### src/rtl/virtio_csr_initiator.sv
`timescale 1ns/1ps
// Device-side master of the virtio legacy CSR port. It fetches a queue's PFN, size and MSI-X vector
// through the shared queue-select window on notify, and it posts ISR status writes.
module virtio_csr_initiator #(
    parameter int NUM_QUEUES = 3,
    parameter int CNT_W      = 16
) (
    input  logic             clk,
    input  logic             rst,
    input  logic             notify_valid,
    input  logic [15:0]      notify_qidx,
    output logic             notify_ready,
    input  logic             isr_req,
    input  logic [7:0]       isr_val,
    output logic             isr_ack,
    output logic             m_en,
    input  logic             m_gnt,
    output logic [3:0]       m_we,
    output logic [31:0]      m_addr,
    output logic [31:0]      m_din,
    input  logic [31:0]      m_dout,
    output logic             qinfo_valid,
    input  logic             qinfo_ready,
    output logic [15:0]      qinfo_qidx,
    output logic [31:0]      qinfo_pfn,
    output logic [15:0]      qinfo_size,
    output logic [15:0]      qinfo_msix,
    output logic [CNT_W-1:0] drop_cnt,
    output logic [CNT_W-1:0] err_cnt,
    output logic [3:0]       dbg_state
);
    // Handshakes: a notify or qinfo transfer happens in a cycle where valid and ready are both high.
    // Valid never depends on ready. Once valid is raised, it is held with a stable payload until the transfer.
    typedef enum logic [3:0] {
        S_IDLE, S_RD_STAT, S_CHK_STAT, S_SAVE_SEL, S_SET_SEL, S_RD_ADDR,
        S_RD_SIZE, S_RD_MSIX, S_RESTORE, S_OUT, S_ISR_WR
    } state_t;

    localparam logic [31:0] A_PFN  = 32'h0000_0008;
    localparam logic [31:0] A_SEL  = 32'h0000_000c;
    localparam logic [31:0] A_STAT = 32'h0000_0010;
    localparam logic [31:0] A_MSIX = 32'h0000_0014;
    localparam logic [15:0] NQ     = 16'(NUM_QUEUES);

    state_t      state_q, state_d;
    state_t      last_rd_q;
    logic [15:0] qidx_q, host_sel_q, size_q, msix_q;
    logic [31:0] pfn_q;
    logic [7:0]  isr_q;
    logic        notify_acc, isr_acc, qidx_err, drop;

    assign dbg_state   = state_q;
    assign qinfo_valid = (state_q == S_OUT);
    assign qinfo_qidx  = qidx_q;
    assign qinfo_pfn   = pfn_q;
    assign qinfo_size  = size_q;
    assign qinfo_msix  = msix_q;

    always_comb begin
        state_d      = state_q;
        m_en         = 1'b0;
        m_we         = 4'b0000;
        m_addr       = 32'h0;
        m_din        = 32'h0;
        isr_ack      = 1'b0;
        notify_ready = 1'b0;
        notify_acc   = 1'b0;
        isr_acc      = 1'b0;
        qidx_err     = 1'b0;
        drop         = 1'b0;
        case (state_q)
            S_IDLE: begin
                // Notify wins over a simultaneous ISR request.
                notify_ready = !rst && (notify_valid || !isr_req);
                if (notify_valid && notify_ready) begin
                    notify_acc = 1'b1;
                    if (notify_qidx >= NQ) qidx_err = 1'b1;
                    else                   state_d  = S_RD_STAT;
                end else if (isr_req) begin
                    isr_acc = 1'b1;
                    state_d = S_ISR_WR;
                end
            end
            S_RD_STAT: begin
                m_en   = 1'b1;
                m_addr = A_STAT;
                if (m_gnt) state_d = S_CHK_STAT;
            end
            S_CHK_STAT: begin
                // DRIVER_OK arrives here. If it is clear, leave before touching the select.
                if (m_dout[18]) state_d = S_SAVE_SEL;
                else begin
                    drop    = 1'b1;
                    state_d = S_IDLE;
                end
            end
            S_SAVE_SEL: begin
                m_en   = 1'b1;
                m_addr = A_SEL;
                if (m_gnt) state_d = S_SET_SEL;
            end
            S_SET_SEL: begin
                m_en   = 1'b1;
                m_we   = 4'b1100;
                m_addr = A_SEL;
                m_din  = {qidx_q, 16'h0};
                if (m_gnt) state_d = S_RD_ADDR;
            end
            S_RD_ADDR: begin
                m_en   = 1'b1;
                m_addr = A_PFN;
                if (m_gnt) state_d = S_RD_SIZE;
            end
            S_RD_SIZE: begin
                m_en   = 1'b1;
                m_addr = A_SEL;
                if (m_gnt) state_d = S_RD_MSIX;
            end
            S_RD_MSIX: begin
                m_en   = 1'b1;
                m_addr = A_MSIX;
                if (m_gnt) state_d = S_RESTORE;
            end
            S_RESTORE: begin
                m_en   = 1'b1;
                m_we   = 4'b1100;
                m_addr = A_SEL;
                m_din  = {host_sel_q, 16'h0};
                if (m_gnt) state_d = S_OUT;
            end
            S_OUT: begin
                if (qinfo_ready) state_d = S_IDLE;
            end
            S_ISR_WR: begin
                m_en    = 1'b1;
                m_we    = 4'b1000;
                m_addr  = A_STAT;
                m_din   = {isr_q, 24'h0};
                isr_ack = m_gnt;
                if (m_gnt) state_d = S_IDLE;
            end
            default: state_d = S_IDLE;
        endcase
    end

    always_ff @(posedge clk or posedge rst) begin
        if (rst) begin
            state_q    <= S_IDLE;
            last_rd_q  <= S_IDLE;
            qidx_q     <= '0;
            host_sel_q <= '0;
            pfn_q      <= '0;
            size_q     <= '0;
            msix_q     <= '0;
            isr_q      <= '0;
            drop_cnt   <= '0;
            err_cnt    <= '0;
        end else begin
            state_q   <= state_d;
            // Remember which read was granted so that its data is captured one cycle later.
            last_rd_q <= (m_en && m_gnt && m_we == 4'b0000) ? state_q : S_IDLE;
            if (notify_acc) qidx_q <= notify_qidx;
            if (isr_acc)    isr_q  <= isr_val;
            if (qidx_err && err_cnt != '1)  err_cnt  <= err_cnt + CNT_W'(1);
            if (drop && drop_cnt != '1)     drop_cnt <= drop_cnt + CNT_W'(1);
            case (last_rd_q)
                S_SAVE_SEL: host_sel_q <= m_dout[31:16];
                S_RD_ADDR:  pfn_q      <= m_dout;
                S_RD_SIZE:  size_q     <= m_dout[15:0];
                S_RD_MSIX:  msix_q     <= m_dout[31:16];
                default: ;
            endcase
        end
    end
endmodule

### config.mk
export PLATFORM = sky130hd
export DESIGN_NAME = virtio_csr_initiator
export DESIGN_NICKNAME = d
export VERILOG_FILES = /design/src/rtl/virtio_csr_initiator.sv
export SDC_FILE = /design/constraint.sdc
export NUM_CORES = 1
export LEC_CHECK = 0
export BUFFER_PORTS_ARGS = -buffer_cell sky130_fd_sc_hd__clkbuf_2
export CAP_MARGIN = 5
export CORE_UTILIZATION = 45
export DETAILED_ROUTE_END_ITERATION = 16
export GPL_TIMING_DRIVEN = 0
export PLACE_DENSITY = 0.82
export SYNTH_ARGS = -nofsm -noshare
export SYNTH_HDL_FRONTEND = slang
export SYNTH_SLANG_ARGS = --single-unit
### constraint.sdc
create_clock -name clk -period 4.48 [get_ports clk]
set_clock_uncertainty 0.05 [all_clocks]
set_input_delay 0.448 -clock clk [delete_from_list [all_inputs] [get_ports clk]]
set_output_delay 0.448 -clock clk [all_outputs]
set_load 0.05 [all_outputs]
==> results.sh <==
export IMPL_post_cts_buffers=0
export IMPL_drc=0
export IMPL_synth_area_per_cell_um2=12.3
export IMPL_wire_per_inst_um=16.1
export IMPL_vias=5097
export IMPL_cp_slowest_cell="nor3_1"
export IMPL_cp_num_buf_inv=3
export IMPL_setup_slack_ps=869
export IMPL_slew_headroom_pct=21.8
export IMPL_period_minus_slack_ps=3610
export IMPL_dp_cells=975
export IMPL_r2r_setup_slack_ps=2050
export IMPL_place_gp_congestion=0.839
export IMPL_max_stage_delay_ps=930
export IMPL_cts_tree="done"
export IMPL_ys_seq_area_share_pct=54.0
export IMPL_worstMarginPinSlew_ps=1160
export IMPL_drt_pass1_iterations=4
export IMPL_antenna_cells=0
export IMPL_rows=44
export IMPL_clock_sinks=144
export IMPL_cap_violations=0
export IMPL_die_h_um=124
export IMPL_dp_hpwl_um=12000
export IMPL_first_iter_violations=170
export IMPL_die_w_um=124
export IMPL_worst_path_stages=6
export IMPL_cts_hold_buf=0
export IMPL_min_period_over_period_pct=80.6
export IMPL_ant_nets=0
export IMPL_io_pins=250
export IMPL_htreeDepth=4
export IMPL_status="completed"
export IMPL_antenna_found_initial=0
export IMPL_wl_um=16200
export IMPL_crit_end="m_din[31]"
export IMPL_async_flop_share_pct=100
export IMPL_reg2reg_depth=5
export IMPL_syn_instance_count=541
export IMPL_die_area_um2=15300
export IMPL_endpoint_kind="primary output"
export IMPL_nFillCells=1218
export IMPL_crit_start="dbg_state[2]"
export IMPL_instances_no_fill=1005
export IMPL_ys_warn_count=0
export IMPL_total_power_mw=6.35
export IMPL_setup_viol=0
export IMPL_worstSkewPairLatency_ps=420
export IMPL_cts_buffer_depth=2
export IMPL_rr_startpoint="dbg_state[2]"
export IMPL_critPathTopFamily="simple AND/OR/NAND/NOR gates"
export IMPL_cts_resized=0
export IMPL_numCtsBuffers=17
export IMPL_pre_cts_slack_ps=1260
export IMPL_worst_ep_arrival_time_ps=3110
export IMPL_synth_top_area_share_pct=54.0
export IMPL_port_buffers=201
export IMPL_yosysTopAreaCell="dfrtp_1"
export IMPL_p_leak_nw=4.61
export IMPL_synth_area_top_cells="dfrtp_1, mux2_2, buf_4"
export IMPL_grt_overflow=0
export IMPL_crit_type="flop to primary output"
export IMPL_path_clk_slew_ps=60
export IMPL_ys_types=50
export IMPL_drive_gt1_share_pct=50.1
export IMPL_synth_ff_type="dfrtp_1"
export IMPL_area_delta_synth_final_pct=32.2
export IMPL_critPathMaxFanout=10
export IMPL_ir_worst_vdd_uv=583
export IMPL_detailed_place_area_um2=8130
export IMPL_root_buffer="clkbuf_16"
export IMPL_drv_slew=0
export IMPL_yosys_register_bits=144
export IMPL_hold_slack_ps=122
export IMPL_grt_pass1_vias=4923
export IMPL_power_density_nw_per_um2=719
export IMPL_synth_edf_count=0
export IMPL_grt_pass1_wl_um=25100
export IMPL_final_area_um2=8830
export IMPL_fmax_mhz=277
export IMPL_via_per_inst=5.07
export IMPL_start_util_pct=46.1
export IMPL_coreArea_um2=14500
export IMPL_hp_class="input port to async pin"
export IMPL_grt_max_degree=74
export IMPL_synth_area_um2=6680
export IMPL_start_kind="flop"
export IMPL_regToRegEndpoint="last_rd_q[2]"
export IMPL_rsz0062_at_grt="false"
export IMPL_path_cells="buf_4, nor3_1, clkbuf_1, a22oi_1, nand2_1, clkbuf_2"
export IMPL_grt_usage_pct=22.0
export IMPL_required_ps=3980
export IMPL_hold_viol_final=0
export IMPL_nNetsFinal=874
[worst min-delay path by stage]
| stage | to | slack, ps |
|---|---|---|
| 5_1_grt | qinfo_qidx[0] | 180 |
| 3_3_place_gp | drop_cnt[13] | 440 |
| 2_1_floorplan | isr_q[0] | 430 |
| 3_5_place_dp | qinfo_msix[3] | 440 |
| 6_report | qinfo_pfn[17] | 120 |
| 4_1_cts | qinfo_pfn[17] | 140 |
[final cells by class]
class / count / area, um^2 / share of cell area [%]
flip-flops and latches: 144 / 3600 / 40.8
multi-input cells: 372 / 2770 / 31.4
repair buffers: 203 / 1040 / 11.8
clock buffers: 20 / 467 / 5.29
plain buffers: 68 / 462 / 5.23
clock inverters: 10 / 231 / 2.62
well taps: 184 / 230 / 2.61
inverters: 4 / 20.0 / 0.227
[registers in the layout (all words and copies together), names as in the netlist]
signal      cells
qinfo_size     16
qinfo_msix     16
last_rd_q       4
err_cnt        16
dbg_state       4
isr_q           8
drop_cnt       16
qinfo_pfn      32
host_sel_q     16
qinfo_qidx     16
[cells by family (layout without fill, tap and decap cells)]
kind of cell / Yosys count / count (layout) / share of synthesized area, %
DFF: 144 / 144 / 54.0
and+or+nand+nor: 142 / 142 / 11.6
muxes: 111 / 111 / 18.7
buffers and inverters: 72 / 305 / 7.14
AOI/OAI and AO/OA: 45 / 45 / 4.97
xor gates and xnor gates: 24 / 24 / 3.15
adders and majority gates: 2 / 2 / 0.375
other: 1 / 48 / 0.0562
[power by group]
part	internal (mW)	switching, mW	leakage [nW]
Sequential	1.69	0.281	1.88
Combinational	0.743	1.96	2.39
Clock	1.14	0.532	0.338
Total	3.57	2.78	4.61
[metrics by stage]
stage / utilization, % / setup TNS (ps)
2_1_floorplan: - / 0
3_5_place_dp: 56.1 / 0
3_3_place_gp: 55.9 / -232530
5_1_grt: 61.0 / 0
6_report: 61.0 / 0
4_1_cts: 61.0 / 0
[routing by layer]
| layer | track usage [%] | routed length, um |
|---|---|---|
| met2 | 36.3 | 8000 |
| met3 | 6.32 | 1230 |
| met4 | 7.61 | 218 |
| met1 | 27.5 | 6780 |
| met5 | 0 | 0 |
[cells in the final DEF (no fill, tap or decap), types with 6 or more instances in the layout]
cell,count
conb_1,48
a22o_1,10
xor2_1,16
mux2_2,111
bufinv_16,7
clkbuf_2,201
xnor2_1,8
o21ai_0,6
dfrtp_1,144
nand4_1,10
buf_4,50
a22oi_1,8
nor4_1,12
clkbuf_16,17
nand2_1,34
nand3_1,16
nor3_1,10
clkbuf_1,8
nor2_1,27
[synth_stat cells, drive strengths merged (3+ instances only)]
cell type and instances:
and2 3, a22oi 8, nand4 10, nand3 18, xor2 16, nor3 11
nand2b 4, o31ai 5, and3 3, a21oi 3, nor2 27, nand2 34
buf 59, dfrtp 144, a22o 10, o21ai 6, clkbuf 9, inv 4
xnor2 8, nor2b 4, nor4 15, mux2 111, a211oi 3
No activity file was read; power rests on OpenSTA's default activity.
